<file path="src/rtl/capture_ctrl.sv">
// capture_ctrl: capture-side sequencer for the channel sample RAMs; define CAPTURE_AUTOTRIG_EN to enable the timeout auto-trigger
module capture_ctrl #(
  parameter int DEPTH   = 384,
  parameter int AW      = 9,
  parameter int TIMEOUT = 4096
) (
  input  logic          clk,
  input  logic          rst_n,
  input  logic          smpl_en,
  input  logic          arm,
  input  logic          trigger,
  input  logic [AW-1:0] trig_pos,
  input  logic          dump_active,
  input  logic          clr_done,
  output logic          we,
  output logic          cap_en,
  output logic [AW-1:0] cap_addr,
  output logic [AW-1:0] trace_end,
  output logic          armed,
  output logic          capture_done,
  output logic          auto_trig
);
  localparam logic [2:0] IDLE = 3'd0, PRE = 3'd1, ARMED = 3'd2, POST = 3'd3, DONE = 3'd4;
  localparam logic [AW-1:0] LAST = AW'(DEPTH - 1);
  localparam logic [AW:0] FULL = (AW+1)'(DEPTH);
  localparam int TW = $clog2(TIMEOUT + 1);
`ifdef CAPTURE_AUTOTRIG_EN
  localparam bit AUTO = 1'b1;
`else
  localparam bit AUTO = 1'b0;
`endif
  logic [2:0] state_q, state_d;
  logic [AW-1:0] tp_q, tp_d, wr_ptr_q, wr_ptr_d, post_cnt_q, post_cnt_d;
  logic [AW-1:0] trace_end_q, trace_end_d, cap_addr_q, cap_addr_d, last_addr;
  logic [AW:0] pre_cnt_q, pre_cnt_d;
  logic [TW-1:0] to_cnt_q, to_cnt_d;
  logic we_q, we_d, cap_en_q, cap_en_d, armed_q, armed_d, done_q, done_d, auto_trig_q, auto_trig_d;
  logic accept, wr, timeout, fire;
  // arm is taken from IDLE, or from DONE together with clr_done (re-arm)
  assign accept = arm && !dump_active && (state_q == IDLE || (state_q == DONE && clr_done));
  // once the post-trigger quota is met, further strobes must not overwrite the trace
  assign wr = smpl_en && (state_q == PRE || state_q == ARMED || (state_q == POST && post_cnt_q != tp_q));
  assign timeout = AUTO && state_q == ARMED && smpl_en && to_cnt_q == TW'(TIMEOUT - 1);
  assign fire = state_q == ARMED && (trigger || timeout);
  assign last_addr = wr_ptr_q == '0 ? LAST : wr_ptr_q - 1'b1;
  // next-state, counters and registered-output values
  always_comb begin
    state_d = state_q;
    tp_d = tp_q;
    wr_ptr_d = wr ? (wr_ptr_q == LAST ? '0 : wr_ptr_q + 1'b1) : wr_ptr_q;
    pre_cnt_d = (wr && pre_cnt_q != FULL) ? pre_cnt_q + 1'b1 : pre_cnt_q;
    post_cnt_d = (wr && state_q == POST) ? post_cnt_q + 1'b1 : post_cnt_q;
    to_cnt_d = state_q == ARMED ? to_cnt_q + TW'(smpl_en) : '0;
    trace_end_d = trace_end_q;
    auto_trig_d = auto_trig_q;
    cap_addr_d = wr ? wr_ptr_q : cap_addr_q;
    cap_en_d = wr;
    if (state_q == PRE && pre_cnt_d >= FULL - {1'b0, tp_q}) state_d = ARMED;
    if (fire) begin
      state_d = (tp_q == '0 && !smpl_en) ? DONE : POST;
      auto_trig_d = !trigger;
    end
    if (state_q == POST && post_cnt_q == tp_q) state_d = DONE;
    if (state_d == DONE && state_q != DONE) trace_end_d = last_addr;
    if (state_q == DONE && clr_done) state_d = IDLE;
    if (accept) begin
      state_d = PRE;
      tp_d = trig_pos > LAST ? LAST : trig_pos;
      pre_cnt_d = '0;
      post_cnt_d = '0;
      wr_ptr_d = '0;
      auto_trig_d = 1'b0;
    end
    we_d = state_d == PRE || state_d == ARMED || state_d == POST;
    armed_d = state_d == ARMED;
    done_d = state_d == DONE;
  end
  // state and output registers, cleared asynchronously
  always_ff @(posedge clk or negedge rst_n) begin
    if (!rst_n) begin
      state_q <= IDLE;
      tp_q <= '0;
      wr_ptr_q <= '0;
      pre_cnt_q <= '0;
      post_cnt_q <= '0;
      to_cnt_q <= '0;
      trace_end_q <= '0;
      cap_addr_q <= '0;
      cap_en_q <= 1'b0;
      we_q <= 1'b0;
      armed_q <= 1'b0;
      done_q <= 1'b0;
      auto_trig_q <= 1'b0;
    end else begin
      state_q <= state_d;
      tp_q <= tp_d;
      wr_ptr_q <= wr_ptr_d;
      pre_cnt_q <= pre_cnt_d;
      post_cnt_q <= post_cnt_d;
      to_cnt_q <= to_cnt_d;
      trace_end_q <= trace_end_d;
      cap_addr_q <= cap_addr_d;
      cap_en_q <= cap_en_d;
      we_q <= we_d;
      armed_q <= armed_d;
      done_q <= done_d;
      auto_trig_q <= auto_trig_d;
    end
  end
  assign we = we_q;
  assign cap_en = cap_en_q;
  assign cap_addr = cap_addr_q;
  assign trace_end = trace_end_q;
  assign armed = armed_q;
  assign capture_done = done_q;
  assign auto_trig = auto_trig_q;
endmodule

</file>
<file path="config.mk">
export PLATFORM = sky130hd
export DESIGN_NAME = capture_ctrl
export DESIGN_NICKNAME = d
export VERILOG_FILES = /design/src/rtl/capture_ctrl.sv
export SDC_FILE = /design/constraint.sdc
export NUM_CORES = 1
export LEC_CHECK = 0
export BUFFER_PORTS_ARGS = -buffer_cell sky130_fd_sc_hd__buf_2
export CORE_AREA = 2 2 84 86
export DETAILED_ROUTE_END_ITERATION = 7
export DIE_AREA = 0 0 86 88
export PLACE_DENSITY = 0.84
export SYNTH_ARGS = -nofsm -noshare
export SYNTH_HDL_FRONTEND = slang
export SYNTH_SLANG_ARGS = --single-unit
export TNS_END_PERCENT = 5
</file>
<file path="constraint.sdc">
create_clock -name clk -period 6.3 [get_ports clk]
set_input_delay 1.26 -clock clk [delete_from_list [all_inputs] [get_ports clk]]
set_output_delay 1.26 -clock clk [all_outputs]
set_load 0.02 [all_outputs]
</file>
==> Word level (Yosys, flattened, before mapping) <==
Cells that the tools add are included.
{ "totals": {"regBits": 63, "in_bits": 16, "out_inout_bits": 23, "elab_cells": 76} }
{ "op_classes": {"addsub": 5, "magnitude_cmp": 2, "n_eq_ne": 14, "mux": 17, "n_reduce_logical": 26} }
{ "ops": {"columns": ["operator", "count"], "rows": [
  ["9-bit two-way mux", 7],
  ["10-bit two-way mux", 2],
  ["9-bit by 1-bit adder with 9-bit output, second input constant", 2],
  ["9-bit logical NOT", 2],
  ["3-bit two-way mux", 6],
  ["3-bit by 2-bit == test with 1-bit output, second input constant", 4],
  ["1-bit logical AND", 12],
  ["10-bit by 1-bit adder with 10-bit output, second input constant", 1],
  ["10-bit >= comparator", 1],
  ["10-bit by 9-bit inequality test with 1-bit output, second input constant", 1],
  ["9-bit by 9-bit subtractor with 10-bit output, first input constant", 1],
  ["3-bit == test, second input constant", 3],
  ["9-bit == test", 1],
  ["9-bit == test, second input constant", 1],
  ["9-bit > comparator, second input constant", 1],
  ["9-bit inequality test", 1],
  ["9-bit by 1-bit subtractor with 9-bit output, second input constant", 1],
  ["3-bit by 1-bit == test with 1-bit output, second input constant", 2],
  ["2-bit nonzero test", 3],
  ["1-bit logical OR", 5],
  ["1-bit logical NOT", 3],
  ["3-bit logical NOT", 1],
  ["3-bit inequality test, second input constant", 1],
  ["1-bit two-way mux", 2]
]} }

==> Longest topological paths before layout <==
Gate-level depths: netlist (run 1).
{ "logic_depth": {"ltp_word": 16, "mapped_depth": 14, "depth_no_buf": 13} }

==> Worst setup path after synthesis (run 1) <==
OpenSTA, ideal clock, no wires.
{ "synth_path": {"kind": "in2reg", "startpoint": "input smpl_en", "endpoint": "register state_q[0]", "setup_ns": 0.077, "arrival_time_ns": 3.056, "required_ns": 6.223, "setup_slack_ns": 3.167, "stages": 10, "path_buffers": 1, "path_cell_list": "o41ai_4 > buf_6 > nor3_1 > xor2_1 > ha_1 > a21o_1 > a21oi_1 > o221ai_1 > a221o_1 > a21oi_1"} }
{ "synth_via": {"elab_chain_cells": 10, "word_cells_on_any_way": 13, "cone_classes": "order compare: 1; mux: 7; reduce/logical: 5"} }
{ "synth_rtl": {"columns": ["item", "line", "source"], "rows": [
  ["from (decl)", "9", "input logic smpl_en,"],
  ["1-bit logical AND", "42", "assign wr = smpl_en && (state_q == PRE || state_q == ARMED || (state_q == POST && post_cnt_q != tp_q));"],
  ["1-bit logical AND", "51", "pre_cnt_d = (wr && pre_cnt_q != FULL) ? pre_cnt_q + 1'b1 : pre_cnt_q;"],
  ["10-bit two-way mux", "51", null],
  ["10-bit >= comparator", "58", "if (state_q == PRE && pre_cnt_d >= FULL - {1'b0, tp_q}) state_d = ARMED;"],
  ["1-bit logical AND", "58", null],
  ["3-bit two-way mux", "58", null],
  ["3-bit two-way mux *", "59", "if (fire) begin"],
  ["3-bit two-way mux *", "63", "if (state_q == POST && post_cnt_q == tp_q) state_d = DONE;"],
  ["3-bit two-way mux *", "65", "if (state_q == DONE && clr_done) state_d = IDLE;"],
  ["3-bit two-way mux *", "66", "if (accept) begin"],
  ["via state_d[0]", "32", "logic [2:0] state_q, state_d;"],
  ["to (signal assigned)", "95", "state_q <= state_d;"],
  ["to (decl)", "32", null]
]} }
Mark *: on every way through the listed nets, which the timed path passes. The rest lies on a longest branch.
A chain may end at the register's enable or synchronous reset.

==> Worst setup path after layout (run 1) <==
{ "layout_path": {"startpoint": "register post_cnt_q[2]", "endpoint": "register state_q[0]"} }
{ "layout_via": {"elab_chain_cells": 13, "word_cells_on_any_way": 15, "cone_classes": "order compare: 1; eq/ne: 2; mux: 6; reduce/logical: 6"} }
{ "layout_rtl": {"columns": ["item", "line", "source"], "rows": [
  ["from (decl)", "33", "logic [AW-1:0] tp_q, tp_d, wr_ptr_q, wr_ptr_d, post_cnt_q, post_cnt_d;"],
  ["from (signal assigned)", "99", "post_cnt_q <= post_cnt_d;"],
  ["9-bit inequality test", "42", null],
  ["1-bit logical AND", "42", null],
  ["1-bit logical OR", "42", null],
  ["1-bit logical AND", "42", null],
  ["1-bit logical AND", "51", null],
  ["10-bit two-way mux", "51", null],
  ["10-bit >= comparator", "58", null],
  ["1-bit logical AND", "58", null],
  ["3-bit two-way mux", "58", null],
  ["3-bit two-way mux", "59", null],
  ["3-bit two-way mux *", "63", null],
  ["3-bit two-way mux *", "65", null],
  ["3-bit two-way mux *", "66", null],
  ["via state_d[0]", "32", null]
]} }
Marks and branches as above.

==> run_summary.xml, run 1 <==
<?xml version="1.0" encoding="UTF-8"?>
<metrics>
  <group name="place">
    <metric name="place.port_buffers" unit="">38</metric>
    <metric name="gp_congestion" unit="">0.880</metric>
    <metric name="dpl.hpwl" unit="um">6040</metric>
  </group>
  <group name="layout">
    <metric name="n_antenna_cell" unit="">0</metric>
    <metric name="fillCellCount" unit="">556</metric>
    <metric name="nets" unit="">457</metric>
    <metric name="drive_gt1_share" unit="%">18.5</metric>
    <metric name="final_cell_mix" unit="">sky130_fd_sc_hd__dfrtp_1, sky130_fd_sc_hd__nand2_1, sky130_fd_sc_hd__buf_2</metric>
    <metric name="commonest_non_fill_non_tap_cell_in_the_layout" unit="">sky130_fd_sc_hd__dfrtp_1</metric>
    <metric name="area_delta_synth_final" unit="%">8.16</metric>
  </group>
  <group name="timing">
    <metric name="worst_pin_slew" unit="ns">1.25</metric>
    <metric name="layout_worst_path_cycle_share" unit="%">58.9</metric>
    <metric name="rsz0062_at_grt" unit="">false</metric>
    <metric name="timing.fmax" unit="MHz">269</metric>
    <metric name="worst_slew_margin_rel" unit="%">15.8</metric>
    <metric name="timing.setup.tns" unit="ns">0</metric>
    <metric name="timing.hold.ws" unit="ns">0.489</metric>
    <metric name="layout_min_cycle_time" unit="ns">3.71</metric>
    <metric name="finalSetupViolations" unit="">0</metric>
    <metric name="finalHoldViolCount" unit="">0</metric>
    <metric name="timing.clock.skew" unit="ns">0.00771</metric>
    <metric name="maxSlewViolCount" unit="">0</metric>
  </group>
  <group name="critical_path">
    <metric name="cp_num_buf_inv" unit="">0</metric>
    <metric name="worst_path_largest_cell_delay" unit="ns">1.04</metric>
    <metric name="cell_with_the_biggest_individual_delay_on_the_critical_path" unit="">sky130_fd_sc_hd__o41ai_4</metric>
    <metric name="path_delay_family" unit="">compound AO/OA/AOI/OAI gates</metric>
    <metric name="worstPathRequired" unit="ns">6.56</metric>
    <metric name="worstPathCellList" unit="">xnor2_1 -&gt; nand3_2 -&gt; o41ai_4 -&gt; nor3_1 -&gt; xor2_1 -&gt; ha_1 -&gt; a21o_1 -&gt; a21oi_1 -&gt; o221ai_1 -&gt; a221o_1 -&gt; a21oi_1</metric>
    <metric name="worst-endpoint-arrival" unit="ns">3.97</metric>
    <metric name="sort_of_element_at_the_start_of_the_critical_path" unit="">flip-flop</metric>
    <metric name="critical_path_cell_count" unit="">11</metric>
    <metric name="setup.worst_path.class" unit="">flip-flop to flip-flop</metric>
    <metric name="rr_worst_depth" unit="">11</metric>
    <metric name="worst-path-max-fanout" unit="">21</metric>
    <metric name="timing.critical_path.to_type" unit="">flip-flop</metric>
    <metric name="worst_path_most_repeated_cell" unit="">sky130_fd_sc_hd__a21oi_1</metric>
  </group>
  <group name="yosys">
    <metric name="synth_fp_nets" unit="">434</metric>
    <metric name="synth-main-ff-cell" unit="">sky130_fd_sc_hd__dfrtp_1</metric>
    <metric name="ys.warnings.count" unit="">0</metric>
    <metric name="synth.ff_latch_count" unit="">63</metric>
    <metric name="syn-cell-area" unit="mm^2">0.00388</metric>
    <metric name="synth-seq-area-share" unit="%">40.6</metric>
    <metric name="synth_async_sr_flop_share" unit="%">100</metric>
    <metric name="synth_cell_types" unit="">58</metric>
    <metric name="synthesis.instances" unit="">402</metric>
    <metric name="synthesis.area_per_instance" unit="um^2">9.65</metric>
    <metric name="synth_enable_flop_cells" unit="">0</metric>
  </group>
  <group name="floorplan">
    <metric name="core_area" unit="mm^2">0.00664</metric>
    <metric name="placementRows" unit="">30</metric>
    <metric name="boundaryPins" unit="">39</metric>
    <metric name="floorplan.initialDensity" unit="%">58.4</metric>
    <metric name="floorplan.die_area" unit="mm^2">0.00757</metric>
    <metric name="die_h" unit="um">88</metric>
    <metric name="chipWidth" unit="um">86</metric>
  </group>
  <group name="global_route">
    <metric name="grt_pass1_wl" unit="um">14200</metric>
    <metric name="antenna_found_initial" unit="">0</metric>
    <metric name="grt_start_max_net_pins" unit="">64</metric>
    <metric name="globalRouteTotalUtil" unit="%">24.1</metric>
    <metric name="first_global_vias" unit="">3127</metric>
    <metric name="grt_ovf" unit="">0</metric>
  </group>
  <group name="cts">
    <metric name="cts_hold_buffers" unit="">0</metric>
    <metric name="post-cts-setup-buffer-count" unit="">0</metric>
    <metric name="clkSinkCount" unit="">63</metric>
    <metric name="cts_repair_resize_count" unit="">0</metric>
    <metric name="clk_path_buf_depth" unit="">2</metric>
    <metric name="clock_tree_from_tritoncts" unit="">built</metric>
    <metric name="htree_levels" unit="">3</metric>
    <metric name="ctsRootBufferMaster" unit="">sky130_fd_sc_hd__clkbuf_8</metric>
    <metric name="clkTransAtPathRegs" unit="ns">0.07</metric>
    <metric name="clkLatencyLatePin" unit="ns">0.34</metric>
    <metric name="tritoncts.num_buffers" unit="">9</metric>
  </group>
  <group name="detailed_routing">
    <metric name="dr_total_vias" unit="">3087</metric>
    <metric name="wl_per_cell" unit="um">16.8</metric>
    <metric name="detail_route.vias_per_cell" unit="">6.08</metric>
    <metric name="post-route-drc-count" unit="">0</metric>
    <metric name="residual_antenna_violating_net_count_after_detailed_routing" unit="">0</metric>
    <metric name="first_pass_iters" unit="">4</metric>
    <metric name="drt_first_iter_violations" unit="">264</metric>
    <metric name="postRouteWirelength" unit="um">8510</metric>
  </group>
  <group name="job">
    <metric name="maxCapViolCount" unit="">0</metric>
  </group>
  <group name="hold_path">
    <metric name="min_path_cells" unit="">1</metric>
    <metric name="min_path_type" unit="">flip-flop to flip-flop</metric>
  </group>
  <group name="power_and_ir_drop">
    <metric name="p_leak" unit="uW">0.00199</metric>
    <metric name="maximum_vdd_drop" unit="uV">241</metric>
    <metric name="power_per_cell_area" unit="mW/mm^2">395</metric>
  </group>
  <group name="run_status">
    <metric name="status" unit="">finished clean</metric>
  </group>
</metrics>
[flip-flops by register name, summed over array words and instances (netlist names)]
signal	cells
auto_trig	1
trace_end	9
capture_done	1
armed	1
pre_cnt_q	10
post_cnt_q	9
we	1
state_q	3
wr_ptr_q	9
cap_addr	9
tp_q	9
cap_en	1
[power by group]
part	internal [uW]	switching (uW)	leakage [uW]	total (uW)
sequential	501	153	0.000819	653
combinational	280	383	0.00107	663
clock	187	152	0.0000940	340
[logic make-up (layout without fill, tap and decap cells)]
kind of cell	Yosys count	in the layout	synth area share, %
multiplexers	29	29	8.00
adder cells (fa/ha/maj)	16	16	5.16
XOR/XNOR	31	31	7.19
AND/OR/NAND/NOR	146	146	20.3
flip-flops	63	63	40.6
buffers and inverters	48	74	6.52
AO/OA/AOI/OAI	69	69	12.2
[stage by stage]
step | cell area (um^2) | utilization, % | cells | worst slack, ns | total power [uW]
floorplan | 3880 | - | 402 | 3.17 | 1170
global placement | 4010 | 60.4 | 494 | 2.80 | 1280
detailed placement | 4010 | 60.4 | 494 | 2.67 | 1310
CTS | 4200 | 63.1 | 508 | 2.64 | 1670
global route | 4200 | 63.1 | 508 | 2.25 | 1780
finish | 4200 | 63.1 | 508 | 2.59 | 1660
[final timing paths]
| path | startpoint | endpoint | slack [ns] |
|---|---|---|---|
| max | post_cnt_q[2] | state_q[0] | 2.59 |
| min | cap_addr[6] | cap_addr[6] | 0.49 |
| max reg2reg | post_cnt_q[2] | state_q[0] | 2.59 |
| min reg2reg | cap_addr[6] | cap_addr[6] | 0.49 |
| max in group asynchronous | rst_n | we | 4.69 |
| min in group asynchronous | rst_n | tp_q[3] | 1.07 |
[Yosys cell counts (all sizes together) (5+ instances only)]
cell type / instances / area (um^2)
a21oi: 25 / 125
buf: 15 / 128
clkbuf: 14 / 53.8
dfrtp: 63 / 1580
ha: 16 / 200
inv: 19 / 71.3
mux2: 16 / 180
mux2i: 13 / 130
nand2: 50 / 188
nand3: 18 / 95.1
nand4: 7 / 50.1
nor2: 12 / 47.6
nor3: 11 / 60.1
nor4: 13 / 87.6
o21ai: 15 / 75.1
o31ai: 8 / 65.1
or3: 5 / 36.3
or4: 10 / 75.1
xnor2: 19 / 174
xor2: 12 / 105
[per-layer routing]
layer | vias to the layer above | track usage, % | wire length [um] | part of all wire [%]
li1 | 1475 | - | - | -
met1 | 1494 | 27.6 | 3520 | 41
met2 | 100 | 43.4 | 4390 | 52
met3 | 18 | 6.69 | 469 | 5.5
met4 | 0 | 8.37 | 129 | 1.5
met5 | - | 0 | 0 | 0
[cell type report]
class / instances / area [um^2] / area share [%]
well taps: 80 / 100 / 2.39
clock inverters: 4 / 47.5 / 1.13
repair buffers: 41 / 213 / 5.07
inverters: 19 / 71.3 / 1.70
flip-flops and latches: 63 / 1580 / 37.6
clock buffers: 10 / 138 / 3.28
multi-input cells: 291 / 2050 / 48.9
No activity file was read; power rests on OpenSTA's default activity.
==> inputs of run 2 (changes only) <==
Settings changed: CORE_AREA 2 2 84 86 to 2 2 85 87, DIE_AREA 0 0 86 88 to 0 0 87 89, PLACE_DENSITY 0.84 to 0.82.
Clock period 6.3 ns to 3.5 ns, I/O delays scaled along.
==> run 2 against run 1 <==
Wire length is 2.1% higher. Worst setup slack worse by 2.3 ns. First-iteration DRC count is 42% lower. Fmax is 17% higher. Sequential share of layout area is 0.80 points lower. Register-to-register slack worse by 2.3 ns. Non-clock buffer count is 6 higher. Combinational power is 79% higher. Count of clock-buffer cells in the layout is 1 higher. Largest power group unchanged.
==> run_summary.xml, run 2 (same netlist as run 1, synthesis figures left out) <==
<?xml version="1.0" encoding="UTF-8"?>
<metrics>
  <group name="cts">
    <metric name="clkTransAtPathRegs" unit="ns">0.07</metric>
    <metric name="tritoncts.num_buffers" unit="">9</metric>
    <metric name="ctsRootBufferMaster" unit="">sky130_fd_sc_hd__clkbuf_8</metric>
    <metric name="clkLatencyLatePin" unit="ns">0.36</metric>
    <metric name="cts_hold_buffers" unit="">0</metric>
    <metric name="cts_repair_resize_count" unit="">0</metric>
    <metric name="clock_tree_from_tritoncts" unit="">built</metric>
    <metric name="clk_path_buf_depth" unit="">2</metric>
    <metric name="htree_levels" unit="">3</metric>
    <metric name="post-cts-setup-buffer-count" unit="">0</metric>
    <metric name="clkSinkCount" unit="">63</metric>
  </group>
  <group name="floorplan">
    <metric name="core_area" unit="mm^2">0.00672</metric>
    <metric name="boundaryPins" unit="">39</metric>
    <metric name="floorplan.initialDensity" unit="%">57.7</metric>
    <metric name="die_h" unit="um">89</metric>
    <metric name="placementRows" unit="">30</metric>
    <metric name="chipWidth" unit="um">87</metric>
    <metric name="floorplan.die_area" unit="mm^2">0.00774</metric>
  </group>
  <group name="critical_path">
    <metric name="regToRegStartpoint" unit="">tp_q[7]</metric>
    <metric name="worst-endpoint-arrival" unit="ns">3.46</metric>
    <metric name="timing.critical_path.to_type" unit="">flip-flop</metric>
    <metric name="worstPathRequired" unit="ns">3.78</metric>
    <metric name="sort_of_element_at_the_start_of_the_critical_path" unit="">flip-flop</metric>
    <metric name="worst_setup_startpoint" unit="">tp_q[7]</metric>
    <metric name="setup.worst_path.class" unit="">flip-flop to flip-flop</metric>
    <metric name="worst-path-max-fanout" unit="">6</metric>
  </group>
  <group name="layout">
    <metric name="area_delta_synth_final" unit="%">10.5</metric>
    <metric name="postLayoutCoreUtil" unit="%">63.8</metric>
    <metric name="drive_gt1_share" unit="%">20.0</metric>
    <metric name="regMostFlops" unit="">pre_cnt_q</metric>
    <metric name="commonest_non_fill_non_tap_cell_in_the_layout" unit="">sky130_fd_sc_hd__dfrtp_1</metric>
    <metric name="nets" unit="">463</metric>
    <metric name="final_cell_mix" unit="">sky130_fd_sc_hd__dfrtp_1, sky130_fd_sc_hd__nand2_1, sky130_fd_sc_hd__buf_2</metric>
    <metric name="fin_area" unit="mm^2">0.00429</metric>
    <metric name="largest_reg_flops" unit="">10</metric>
    <metric name="n_antenna_cell" unit="">0</metric>
    <metric name="fillCellCount" unit="">561</metric>
  </group>
  <group name="timing">
    <metric name="worst_slew_margin_rel" unit="%">56.4</metric>
    <metric name="layout_min_cycle_time" unit="ns">3.18</metric>
    <metric name="fin_ws" unit="ns">0.323</metric>
    <metric name="maxSlewViolCount" unit="">0</metric>
    <metric name="rsz0062_at_grt" unit="">false</metric>
    <metric name="finalHoldViolCount" unit="">0</metric>
    <metric name="timing.clock.skew" unit="ns">0.00634</metric>
    <metric name="layout_worst_path_cycle_share" unit="%">90.8</metric>
    <metric name="timing.hold.ws" unit="ns">0.338</metric>
    <metric name="worst_pin_slew" unit="ns">0.654</metric>
    <metric name="finalSetupViolations" unit="">0</metric>
    <metric name="timing.fmax" unit="MHz">315</metric>
    <metric name="timing.setup.tns" unit="ns">0</metric>
  </group>
  <group name="place">
    <metric name="gp_congestion" unit="">0.905</metric>
    <metric name="place.port_buffers" unit="">38</metric>
    <metric name="dpl.hpwl" unit="um">6240</metric>
    <metric name="preCtsSetupSlack" unit="ns">0.332</metric>
    <metric name="detailed_place.area" unit="mm^2">0.00406</metric>
  </group>
  <group name="detailed_routing">
    <metric name="first_pass_iters" unit="">5</metric>
    <metric name="drt_first_iter_violations" unit="">153</metric>
    <metric name="residual_antenna_violating_net_count_after_detailed_routing" unit="">0</metric>
    <metric name="wl_per_cell" unit="um">16.9</metric>
    <metric name="post-route-drc-count" unit="">0</metric>
    <metric name="postRouteWirelength" unit="um">8700</metric>
    <metric name="dr_total_vias" unit="">3095</metric>
    <metric name="detail_route.vias_per_cell" unit="">6.00</metric>
  </group>
  <group name="power_and_ir_drop">
    <metric name="p_leak" unit="uW">0.00203</metric>
    <metric name="power_per_cell_area" unit="mW/mm^2">724</metric>
    <metric name="maximum_vdd_drop" unit="uV">407</metric>
  </group>
  <group name="global_route">
    <metric name="grt_start_max_net_pins" unit="">25</metric>
    <metric name="first_global_vias" unit="">3132</metric>
    <metric name="globalRouteTotalUtil" unit="%">24.1</metric>
    <metric name="antenna_found_initial" unit="">0</metric>
    <metric name="grt_pass1_wl" unit="um">14400</metric>
    <metric name="grt_ovf" unit="">0</metric>
  </group>
  <group name="hold_path">
    <metric name="min_path_type" unit="">input pin to asynchronous set/reset pin</metric>
  </group>
  <group name="job">
    <metric name="maxCapViolCount" unit="">0</metric>
  </group>
  <group name="run_status">
    <metric name="status" unit="">finished clean</metric>
  </group>
</metrics>
run 2: cell count changes in the layout (fill, tap and decap cells not counted), sizes merged:
cell | before | now
bufinv | 1 | 2
buf | 41 | 47
clkinvlp | 1 | 2
clkinv | 2 | 1
clkbuf | 10 | 11
run 2: area by class of cell:
cell class	instances	area, um^2	share of cell area (%)
inverter	19	71.3	1.66
tap	80	100	2.34
clock inverter	5	80.1	1.87
timing repair buffer	47	258	6.01
clock buffer	11	151	3.53
multi-input combinational	291	2050	47.8
sequential	63	1580	36.8
run 2: final timing paths:
kind                               end  slack [ns]  cells past startpoint
max                         state_q[0]        0.32                     11
min                            tp_q[1]        0.34                      1
max reg2reg                 state_q[0]        0.32                     11
min reg2reg                cap_addr[4]        0.48                      1
max in group asynchronous  wr_ptr_q[6]        2.45                      2
min in group clk           cap_addr[4]        0.48                      1
run 2: where the power goes:
group          total (uW)  internal, uW  switching, uW
sequential           1180           901            279
combinational        1190           513            676
clock                 733           438            295
total                3100          1850           1250
run 2: routing by layer:
metal	GRT usage (%)	part of all wire [%]	vias up
met2	44.0	52	89
li1	-	-	1499
met4	9.52	2.2	0
met3	5.82	4.8	20
met5	0	0	-
met1	27.2	41	1487
run 2: per-stage QoR:
stage          std cells  total power [uW]
2_1_floorplan        402              2110
3_3_place_gp         500              2320
3_5_place_dp         500              2370
4_1_cts              516              3120
5_1_grt              516              3330
6_report             516              3100
run 2: worst max-delay path, cell delays in order, from the launching register on:
cell	delay, ns
sky130_fd_sc_hd__dfrtp_1	0.53
sky130_fd_sc_hd__xnor2_2	0.16
sky130_fd_sc_hd__nand3_2	0.16
sky130_fd_sc_hd__o41a_1	0.55
sky130_fd_sc_hd__and3_1	0.27
sky130_fd_sc_hd__xnor2_1	0.21
sky130_fd_sc_hd__ha_1	0.26
sky130_fd_sc_hd__nand2b_1	0.14
sky130_fd_sc_hd__a21oi_1	0.14
sky130_fd_sc_hd__o221ai_1	0.18
sky130_fd_sc_hd__a221o_1	0.37
sky130_fd_sc_hd__a21oi_1	0.14
